## config.mk

```make
export PLATFORM = sky130hd
export DESIGN_NAME = control_unit_fsm
export DESIGN_NICKNAME = d
export VERILOG_FILES = /design/src/rtl/control_unit_fsm.sv
export SDC_FILE = /design/constraint.sdc
export NUM_CORES = 1
export LEC_CHECK = 0
export ABC_CLOCK_PERIOD_IN_PS = 2520
export BUFFER_PORTS_ARGS = -buffer_cell sky130_fd_sc_hd__buf_4
export CAP_MARGIN = 25
export CORE_ASPECT_RATIO = 1.25
export CORE_MARGIN = 2
export CORE_UTILIZATION = 50
export CTS_CLUSTER_DIAMETER = 40
export DETAILED_ROUTE_END_ITERATION = 7
export PLACE_DENSITY = 0.71
export SLEW_MARGIN = 20
export SYNTH_ARGS = -nofsm -noshare
export SYNTH_HDL_FRONTEND = slang
export SYNTH_SLANG_ARGS = --single-unit
```

## constraint.sdc

```tcl
create_clock -name clk -period 2.52 [get_ports clk]
set_input_delay 0.378 -clock clk [delete_from_list [all_inputs] [get_ports clk]]
set_output_delay 0.378 -clock clk [all_outputs]
set_load 0.005 [all_outputs]
```

## src/rtl/control_unit_fsm.sv

```systemverilog
// Multi-cycle control unit for the MUSA core: fetches an opcode over valid/ready
// and sequences IFH->ID->EX->(MEM)->WB, with a HALT park state.
module control_unit_fsm #(
   parameter int unsigned OPCODE_W = 6,
   parameter int unsigned FUNC_W   = 6,
   parameter int unsigned BRANCH_W = 3,
   parameter int unsigned SKIP_MEM = 1,
   parameter int unsigned MEM_WAIT = 1
) (
   input  logic                clk,
   input  logic                rst_n,
   input  logic [OPCODE_W-1:0] opcode,
   input  logic                instr_valid,
   output logic                instr_ready,
   input  logic                mem_ready,
   input  logic                resume,
   output logic                read_reg,
   output logic                immediat,
   output logic                control_function,
   output logic                control_alu_data,
   output logic                reg_control,
   output logic                brfl_control,
   output logic [FUNC_W-1:0]   fnction,
   output logic [BRANCH_W-1:0] branch,
   output logic                read_data,
   output logic                write_data,
   output logic                write_reg,
   output logic                push,
   output logic                pop,
   output logic                add_pc,
   output logic                write_pc,
   output logic [2:0]          state,
   output logic                halted,
   output logic                illegal_op
);

   localparam int unsigned STATE_W = 3;

   typedef enum logic [STATE_W-1:0] {
      S_IFH  = 3'd0,
      S_ID   = 3'd1,
      S_EX   = 3'd2,
      S_MEM  = 3'd3,
      S_WB   = 3'd4,
      S_HALT = 3'd5
   } state_t;

   typedef struct packed {
      logic read_reg;
      logic immediat;
      logic control_function;
      logic control_alu_data;
      logic reg_control;
      logic brfl_control;
      logic read_data;
      logic write_data;
      logic write_reg;
      logic push;
      logic pop;
      logic add_pc;
   } flags_t;

   localparam logic [OPCODE_W-1:0] OP_RTYPE = OPCODE_W'(6'b000000);
   localparam logic [OPCODE_W-1:0] OP_NOP   = OPCODE_W'(6'b000001);
   localparam logic [OPCODE_W-1:0] OP_HALT  = OPCODE_W'(6'b000010);
   localparam logic [OPCODE_W-1:0] OP_CALL  = OPCODE_W'(6'b000011);
   localparam logic [OPCODE_W-1:0] OP_RET   = OPCODE_W'(6'b000111);
   localparam logic [OPCODE_W-1:0] OP_ADDI  = OPCODE_W'(6'b001000);
   localparam logic [OPCODE_W-1:0] OP_JPC   = OPCODE_W'(6'b001001);
   localparam logic [OPCODE_W-1:0] OP_ANDI  = OPCODE_W'(6'b001100);
   localparam logic [OPCODE_W-1:0] OP_ORI   = OPCODE_W'(6'b001101);
   localparam logic [OPCODE_W-1:0] OP_SUBI  = OPCODE_W'(6'b001110);
   localparam logic [OPCODE_W-1:0] OP_BRFL  = OPCODE_W'(6'b010001);
   localparam logic [OPCODE_W-1:0] OP_JR    = OPCODE_W'(6'b011000);
   localparam logic [OPCODE_W-1:0] OP_LW    = OPCODE_W'(6'b100011);
   localparam logic [OPCODE_W-1:0] OP_SW    = OPCODE_W'(6'b101011);

   localparam logic [FUNC_W-1:0] FN_ADD  = FUNC_W'(6'b100000);
   localparam logic [FUNC_W-1:0] FN_SUB  = FUNC_W'(6'b100010);
   localparam logic [FUNC_W-1:0] FN_AND  = FUNC_W'(6'b100100);
   localparam logic [FUNC_W-1:0] FN_OR   = FUNC_W'(6'b100101);
   localparam logic [FUNC_W-1:0] FN_BRFL = FUNC_W'(6'b111111);

   localparam logic [BRANCH_W-1:0] BR_JR   = BRANCH_W'(3'b001);
   localparam logic [BRANCH_W-1:0] BR_CALL = BRANCH_W'(3'b010);
   localparam logic [BRANCH_W-1:0] BR_JPC  = BRANCH_W'(3'b100);

   state_t              state_q, state_d;
   logic [OPCODE_W-1:0] opcode_q, opcode_d;
   flags_t              cw_q, cw_d;
   logic [FUNC_W-1:0]   fn_q, fn_d;
   logic [BRANCH_W-1:0] br_q, br_d;

   flags_t              out_q, out_d;
   logic [FUNC_W-1:0]   fn_out_q, fn_out_d;
   logic [BRANCH_W-1:0] br_out_q, br_out_d;
   logic                write_pc_q, write_pc_d;
   logic                instr_ready_q, instr_ready_d;
   logic                halted_q, halted_d;
   logic                illegal_op_q, illegal_op_d;

   flags_t              dec_flags;
   logic [FUNC_W-1:0]   dec_fn;
   logic [BRANCH_W-1:0] dec_br;
   logic                dec_legal;
   logic                dec_halt;
   logic                is_mem;
   logic                level_on;

   // Opcode capture: only an accepted IFH handshake may change the held opcode
   always_comb begin
      opcode_d = opcode_q;
      if ((state_q == S_IFH) && instr_valid) begin
         opcode_d = opcode;
      end
   end

   // Decoder works on the opcode that will be held next cycle
   always_comb begin
      dec_flags = '0;
      dec_fn    = '0;
      dec_br    = '0;
      dec_legal = 1'b1;
      dec_halt  = 1'b0;
      case (opcode_d)
         OP_RTYPE: begin
            dec_flags.read_reg  = 1'b1;
            dec_flags.write_reg = 1'b1;
         end
         OP_ADDI, OP_SUBI, OP_ANDI, OP_ORI, OP_LW: begin
            dec_flags.read_reg         = 1'b1;
            dec_flags.write_reg        = 1'b1;
            dec_flags.immediat         = 1'b1;
            dec_flags.control_function = 1'b1;
            dec_flags.reg_control      = 1'b1;
            case (opcode_d)
               OP_SUBI: dec_fn = FN_SUB;
               OP_ANDI: dec_fn = FN_AND;
               OP_ORI:  dec_fn = FN_OR;
               default: dec_fn = FN_ADD;
            endcase
            if (opcode_d == OP_LW) begin
               dec_flags.control_alu_data = 1'b1;
               dec_flags.read_data        = 1'b1;
            end
         end
         OP_SW: begin
            dec_flags.read_reg         = 1'b1;
            dec_flags.immediat         = 1'b1;
            dec_flags.control_function = 1'b1;
            dec_flags.control_alu_data = 1'b1;
            dec_flags.write_data       = 1'b1;
            dec_fn                     = FN_ADD;
         end
         OP_CALL: begin
            dec_br         = BR_CALL;
            dec_flags.push = 1'b1;
         end
         OP_RET: begin
            dec_flags.pop    = 1'b1;
            dec_flags.add_pc = 1'b1;
         end
         OP_JR: begin
            dec_flags.read_reg = 1'b1;
            dec_br             = BR_JR;
         end
         OP_JPC: dec_br = BR_JPC;
         OP_BRFL: begin
            dec_flags.read_reg         = 1'b1;
            dec_flags.control_function = 1'b1;
            dec_flags.brfl_control     = 1'b1;
            dec_fn                     = FN_BRFL;
         end
         OP_NOP:  dec_legal = 1'b1;
         OP_HALT: dec_halt  = 1'b1;
         default: dec_legal = 1'b0;
      endcase
   end

   assign is_mem = cw_q.read_data | cw_q.write_data;

   // Next state and control-word load
   always_comb begin
      state_d = state_q;
      cw_d    = cw_q;
      fn_d    = fn_q;
      br_d    = br_q;
      case (state_q)
         S_IFH: begin
            if (instr_valid) begin
               state_d = S_ID;
            end
         end
         S_ID: begin
            if (dec_halt) begin
               state_d = S_HALT;
            end else begin
               state_d = S_EX;
               cw_d    = dec_flags;
               fn_d    = dec_fn;
               br_d    = dec_br;
            end
         end
         S_EX: begin
            if (is_mem || (SKIP_MEM == 0)) begin
               state_d = S_MEM;
            end else begin
               state_d = S_WB;
            end
         end
         S_MEM: begin
            if (!(is_mem && (MEM_WAIT != 0) && !mem_ready)) begin
               state_d = S_WB;
            end
         end
         S_WB: state_d = S_IFH;
         S_HALT: begin
            if (resume) begin
               state_d = S_IFH;
            end
         end
         default: state_d = S_IFH;
      endcase
   end

   assign level_on = (state_d == S_EX) || (state_d == S_MEM) || (state_d == S_WB);

   // Outputs are registered from the next state so they line up with the state they describe
   always_comb begin
      out_d    = '0;
      fn_out_d = '0;
      br_out_d = '0;
      if (level_on) begin
         out_d.read_reg         = cw_d.read_reg;
         out_d.immediat         = cw_d.immediat;
         out_d.control_function = cw_d.control_function;
         out_d.control_alu_data = cw_d.control_alu_data;
         out_d.reg_control      = cw_d.reg_control;
         out_d.brfl_control     = cw_d.brfl_control;
         fn_out_d               = fn_d;
         br_out_d               = br_d;
      end
      if (state_d == S_MEM) begin
         out_d.read_data  = cw_d.read_data;
         out_d.write_data = cw_d.write_data;
      end
      if (state_d == S_WB) begin
         out_d.write_reg = cw_d.write_reg;
         out_d.push      = cw_d.push;
         out_d.pop       = cw_d.pop;
         out_d.add_pc    = cw_d.add_pc;
      end
      write_pc_d    = (state_d == S_WB);
      instr_ready_d = (state_d == S_IFH);
      halted_d      = (state_d == S_HALT);
      illegal_op_d  = (state_q == S_IFH) && (state_d == S_ID) && !dec_legal;
   end

   always_ff @(posedge clk or negedge rst_n) begin
      if (!rst_n) begin
         state_q       <= S_IFH;
         opcode_q      <= '0;
         cw_q          <= '0;
         fn_q          <= '0;
         br_q          <= '0;
         out_q         <= '0;
         fn_out_q      <= '0;
         br_out_q      <= '0;
         write_pc_q    <= 1'b0;
         instr_ready_q <= 1'b1;
         halted_q      <= 1'b0;
         illegal_op_q  <= 1'b0;
      end else begin
         state_q       <= state_d;
         opcode_q      <= opcode_d;
         cw_q          <= cw_d;
         fn_q          <= fn_d;
         br_q          <= br_d;
         out_q         <= out_d;
         fn_out_q      <= fn_out_d;
         br_out_q      <= br_out_d;
         write_pc_q    <= write_pc_d;
         instr_ready_q <= instr_ready_d;
         halted_q      <= halted_d;
         illegal_op_q  <= illegal_op_d;
      end
   end

   assign instr_ready      = instr_ready_q;
   assign read_reg         = out_q.read_reg;
   assign immediat         = out_q.immediat;
   assign control_function = out_q.control_function;
   assign control_alu_data = out_q.control_alu_data;
   assign reg_control      = out_q.reg_control;
   assign brfl_control     = out_q.brfl_control;
   assign fnction          = fn_out_q;
   assign branch           = br_out_q;
   assign read_data        = out_q.read_data;
   assign write_data       = out_q.write_data;
   assign write_reg        = out_q.write_reg;
   assign push             = out_q.push;
   assign pop              = out_q.pop;
   assign add_pc           = out_q.add_pc;
   assign write_pc         = write_pc_q;
   assign state            = state_q;
   assign halted           = halted_q;
   assign illegal_op       = illegal_op_q;

endmodule
```

==> metrics.txt <==
# TYPE chip_impl_metric gauge
chip_impl_metric{name="grt_max_degree",unit=""} 56
chip_impl_metric{name="postSynthCellCount",unit=""} 266
chip_impl_metric{name="yosysUniqueCellTypes",unit=""} 50
chip_impl_info{name="clock_tree.root_cell",value="clkbuf_8"} 1
chip_impl_metric{name="drt-wirelength-per-cell",unit="µm"} 15.9
chip_impl_metric{name="ys_seq_area_frac",unit=""} 0.532
chip_impl_metric{name="synth.mux.area_fraction",unit=""} 0.0174
chip_impl_metric{name="global_route_wire_length_before_repair",unit="mm"} 10.2
chip_impl_metric{name="maxSlewViolCount",unit=""} 0
chip_impl_metric{name="largest_reg_flops",unit=""} 12
chip_impl_metric{name="floorplan.die_area",unit="µm²"} 5780
chip_impl_metric{name="placementRows",unit=""} 29
chip_impl_metric{name="finalWirelength",unit="mm"} 5.86
chip_impl_metric{name="grt_pass1_vias",unit=""} 2058
chip_impl_metric{name="vdd.ir_drop.worst",unit="µV"} 640
chip_impl_metric{name="cts_buffers",unit=""} 5
chip_impl_metric{name="postCtsSetupRepairBufs",unit=""} 0
chip_impl_metric{name="finalHoldViolCount",unit=""} 0
chip_impl_metric{name="fin_ws",unit="ps"} 185
chip_impl_metric{name="final_layout_size_suffix_gt1_frac",unit=""} 0.225
chip_impl_metric{name="fin_skew",unit="ps"} 6.85
chip_impl_metric{name="clk_latency",unit="ps"} 300
chip_impl_metric{name="routed-wl-met3",unit="µm"} 209
chip_impl_metric{name="total_power_divided_by_cell_area",unit="nW/µm²"} 1050
chip_impl_metric{name="ant_nets",unit=""} 0
chip_impl_metric{name="leftover_overflow_at_the_end_of_global_routing",unit=""} 0
chip_impl_metric{name="leakage_power_figure",unit="nW"} 1.55
chip_impl_info{name="hold_path.class",value="in2async"} 1
chip_impl_metric{name="synthSimpleGateAreaFrac",unit=""} 0.230
chip_impl_info{name="status",value="finished clean"} 1
chip_impl_metric{name="synth-compound-area-share",unit=""} 0.176
chip_impl_metric{name="pre_cts_ws",unit="ps"} 172
chip_impl_metric{name="core-area",unit="µm²"} 5040
chip_impl_metric{name="wl_met2",unit="mm"} 2.90
chip_impl_metric{name="postLayoutCellArea",unit="µm²"} 3090
chip_impl_metric{name="report.power.total",unit="W"} 0.00325
chip_impl_metric{name="max_cap_viol_count",unit=""} 0
chip_impl_metric{name="setup_viol_count_final",unit=""} 0
chip_impl_info{name="endpoint_kind",value="flip-flop"} 1
chip_impl_metric{name="cts.sinks",unit=""} 55
chip_impl_metric{name="n_antenna_cell",unit=""} 0
chip_impl_metric{name="timing.final.crit_share",unit=""} 0.927
chip_impl_metric{name="synthesis.area",unit="µm²"} 2590
chip_impl_metric{name="fmaxAchievable",unit="GHz"} 0.428
chip_impl_metric{name="setup_total_negative_slack",unit="ps"} 0
chip_impl_info{name="critPathKind",value="reg2reg"} 1
chip_impl_info{name="timing.critical_path.from_type",value="flip-flop"} 1
chip_impl_metric{name="worst-endpoint-arrival",unit="ps"} 2570
chip_impl_metric{name="worst-endpoint-required",unit="ps"} 2750
chip_impl_metric{name="post_syn_nets",unit=""} 277
chip_impl_metric{name="power.share.clock",unit=""} 0.188
chip_impl_metric{name="switching_power",unit="W"} 0.00123
chip_impl_metric{name="p_sw_frac",unit=""} 0.379
chip_impl_metric{name="hold_ws",unit="ps"} 87.5
chip_impl_metric{name="clkTransAtPathRegs",unit="ps"} 100
chip_impl_metric{name="place.detailed.hpwl",unit="mm"} 4.34
chip_impl_metric{name="postSynthRegisterBits",unit=""} 55
chip_impl_info{name="synth_top_family_by_area",value="simple AND/OR/NAND/NOR gates"} 1
chip_impl_metric{name="worst_pin_slew",unit="ps"} 707
chip_impl_metric{name="synth-async-reset-ratio",unit=""} 1.00
chip_impl_metric{name="floorplan.initialDensity",unit=""} 0.514
chip_impl_metric{name="fill_cells",unit=""} 425
chip_impl_metric{name="drt-initial-drc-count",unit=""} 238
chip_impl_metric{name="drc",unit=""} 0
chip_impl_metric{name="floorplan.io_pins",unit=""} 39
chip_impl_info{name="synthFlopType",value="dfrtp_1"} 1
chip_impl_info{name="cts_tree",value="done"} 1
chip_impl_info{name="rsz0062_at_grt",value="false"} 1
chip_impl_metric{name="yosys_warnings",unit=""} 0
chip_impl_metric{name="buffer_ports.inserted",unit=""} 38
chip_impl_metric{name="period_needed",unit="ps"} 2340
chip_impl_metric{name="synth_enable_flop_cells",unit=""} 0
chip_impl_metric{name="place.gp.congestion",unit=""} 0.958
chip_impl_info{name="register_containing_the_most_flip_flops_in_the_final_layout",value="cw_q"} 1
chip_impl_metric{name="first_pass_iters",unit=""} 4
chip_impl_metric{name="power.internal",unit="W"} 0.00202
chip_impl_metric{name="number_of_antenna_violations_at_the_first_check_in_global_routing",unit=""} 0
chip_impl_info{name="route.top_layer_used",value="met4"} 1
chip_impl_metric{name="post_cts_resize_count",unit=""} 0
chip_impl_metric{name="synth_xor_xnor_area_share",unit=""} 0
chip_impl_metric{name="floorplan.die.height",unit="µm"} 84.5
chip_impl_metric{name="ctsHtreeMaxLevel",unit=""} 2
chip_impl_metric{name="layout-area-overhead-vs-synth",unit="%"} 19.4
chip_impl_metric{name="power.share.combinational",unit=""} 0.411
chip_impl_metric{name="maximum_clock_path_buffer_count",unit=""} 2
chip_impl_metric{name="dr_total_vias",unit=""} 2118
chip_impl_metric{name="cts-hold-fix-buffers",unit=""} 0
chip_impl_metric{name="die_x",unit="µm"} 68.4
chip_impl_metric{name="worst_path_max_fanout",unit=""} 7
chip_impl_metric{name="grt_usage",unit=""} 0.232
chip_impl_metric{name="syn_avg_cell_area",unit="µm²"} 9.74
chip_impl_metric{name="viasPerCell",unit=""} 5.74
chip_impl_metric{name="share_seq_of_total_power",unit=""} 0.401
chip_impl_metric{name="synthAdderAreaFrac",unit=""} 0
chip_impl_metric{name="fin_nets",unit=""} 317
chip_impl_metric{name="dpl_cell_area",unit="µm²"} 2970
chip_impl_metric{name="length_of_routed_wiring_on_met1",unit="mm"} 2.63
chip_impl_metric{name="worst_slew_margin_rel",unit=""} 0.527
[worst paths after layout]
kind | start | endpoint | slack [ps] | cells past startpoint
hold / removal | rst_n | opcode_q[0] | 90 | 1
hold reg to reg | fn_q[4] | fn_q[4] | 480 | 1
max in group asynchronous | rst_n | fn_q[2] | 1980 | 1
setup / recovery | state[1] | cw_q[9] | 180 | 7
min in group clk | instr_valid | instr_ready | 310 | 4
setup reg to reg | state[1] | cw_q[9] | 180 | 7
[layout by cell type (no fill, tap or decap), drive strengths merged, types with 6 or more instances in the layout]
cell / netlist / layout
dfrtp: 54 / 54
buf: 8 / 51
nand2: 47 / 47
nor2: 19 / 19
o21ai: 18 / 18
a21oi: 11 / 11
a21o: 9 / 9
nand2b: 8 / 8
nand3b: 7 / 7
nor3: 6 / 6
clkbuf: 10 / 6
inv: 5 / 6
[through the flow]
step                 util  std cells
CTS                 0.613        369
finish              0.613        369
global route        0.613        369
detailed placement  0.589        361
global placement    0.589        361
floorplan               -        266
[cells in the mapped netlist, drive strengths merged, types with 2 or more instances]
cell type | n | area share
a31oi | 4 | 0.0097
and3 | 4 | 0.012
dfrtp | 54 | 0.52
a211oi | 5 | 0.014
a21boi | 3 | 0.0087
nand4 | 3 | 0.0072
or3 | 2 | 0.0048
nor4 | 2 | 0.0048
nand3 | 5 | 0.012
buf | 8 | 0.023
a21oi | 11 | 0.021
clkbuf | 10 | 0.014
mux2 | 2 | 0.0087
nand3b | 7 | 0.020
nor3 | 6 | 0.012
a21o | 9 | 0.026
nand2 | 47 | 0.068
nor2 | 19 | 0.028
nor2b | 4 | 0.0097
or4 | 2 | 0.0072
o2111ai | 3 | 0.010
inv | 5 | 0.0072
o21ai | 18 | 0.035
nand2b | 8 | 0.019
o31ai | 4 | 0.012
a22o | 4 | 0.014
or4b | 2 | 0.0077
[routing by layer]
layer / GRT usage / up-vias
met2: 0.359 / 56
met1: 0.338 / 1027
met3: 0.0268 / 12
met5: 0 / -
met4: 0.0764 / 0
li1: - / 1023
[power by group through the flow]
| stage | logic [W] | clock network [W] | registers (W) |
|---|---|---|---|
| after floorplan | 0.000857 | 0 | 0.00127 |
| after global placement | 0.00131 | 0 | 0.00131 |
| after detailed placement | 0.00133 | 0 | 0.00131 |
| after CTS | 0.00133 | 0.000625 | 0.00130 |
| after global routing | 0.00149 | 0.000682 | 0.00133 |
| final | 0.00133 | 0.000612 | 0.00130 |
[critical path, stage by stage (launching register included)]
cell and delay [ps]:
dfrtp_1 390, buf_4 160, nor4b_2 660, o2111ai_1 280, a21oi_1 360, a211oi_1 110
buf_4 160, a21oi_1 140
[cells by family (layout without fill, tap and decap cells)]
kind of cell           count (synthesis)  count (layout)
DFF                                   55              55
buffers and inverters                 23              64
muxes                                  3               3
and+or+nand+nor                      117             117
AOI/OAI and AO/OA                     68              68
[cell type report]
class | count | area (µm²) | area share
Multi-Input combinational cell | 188 | 1100 | 0.356
Inverter | 5 | 18.8 | 0.00607
Clock inverter | 2 | 38.8 | 0.0125
Tap cell | 62 | 77.6 | 0.0251
Clock buffer | 6 | 82.6 | 0.0267
Timing Repair Buffer | 51 | 395 | 0.128
Sequential cell | 55 | 1380 | 0.445
Note: power is estimated with default switching activity, not from simulation.
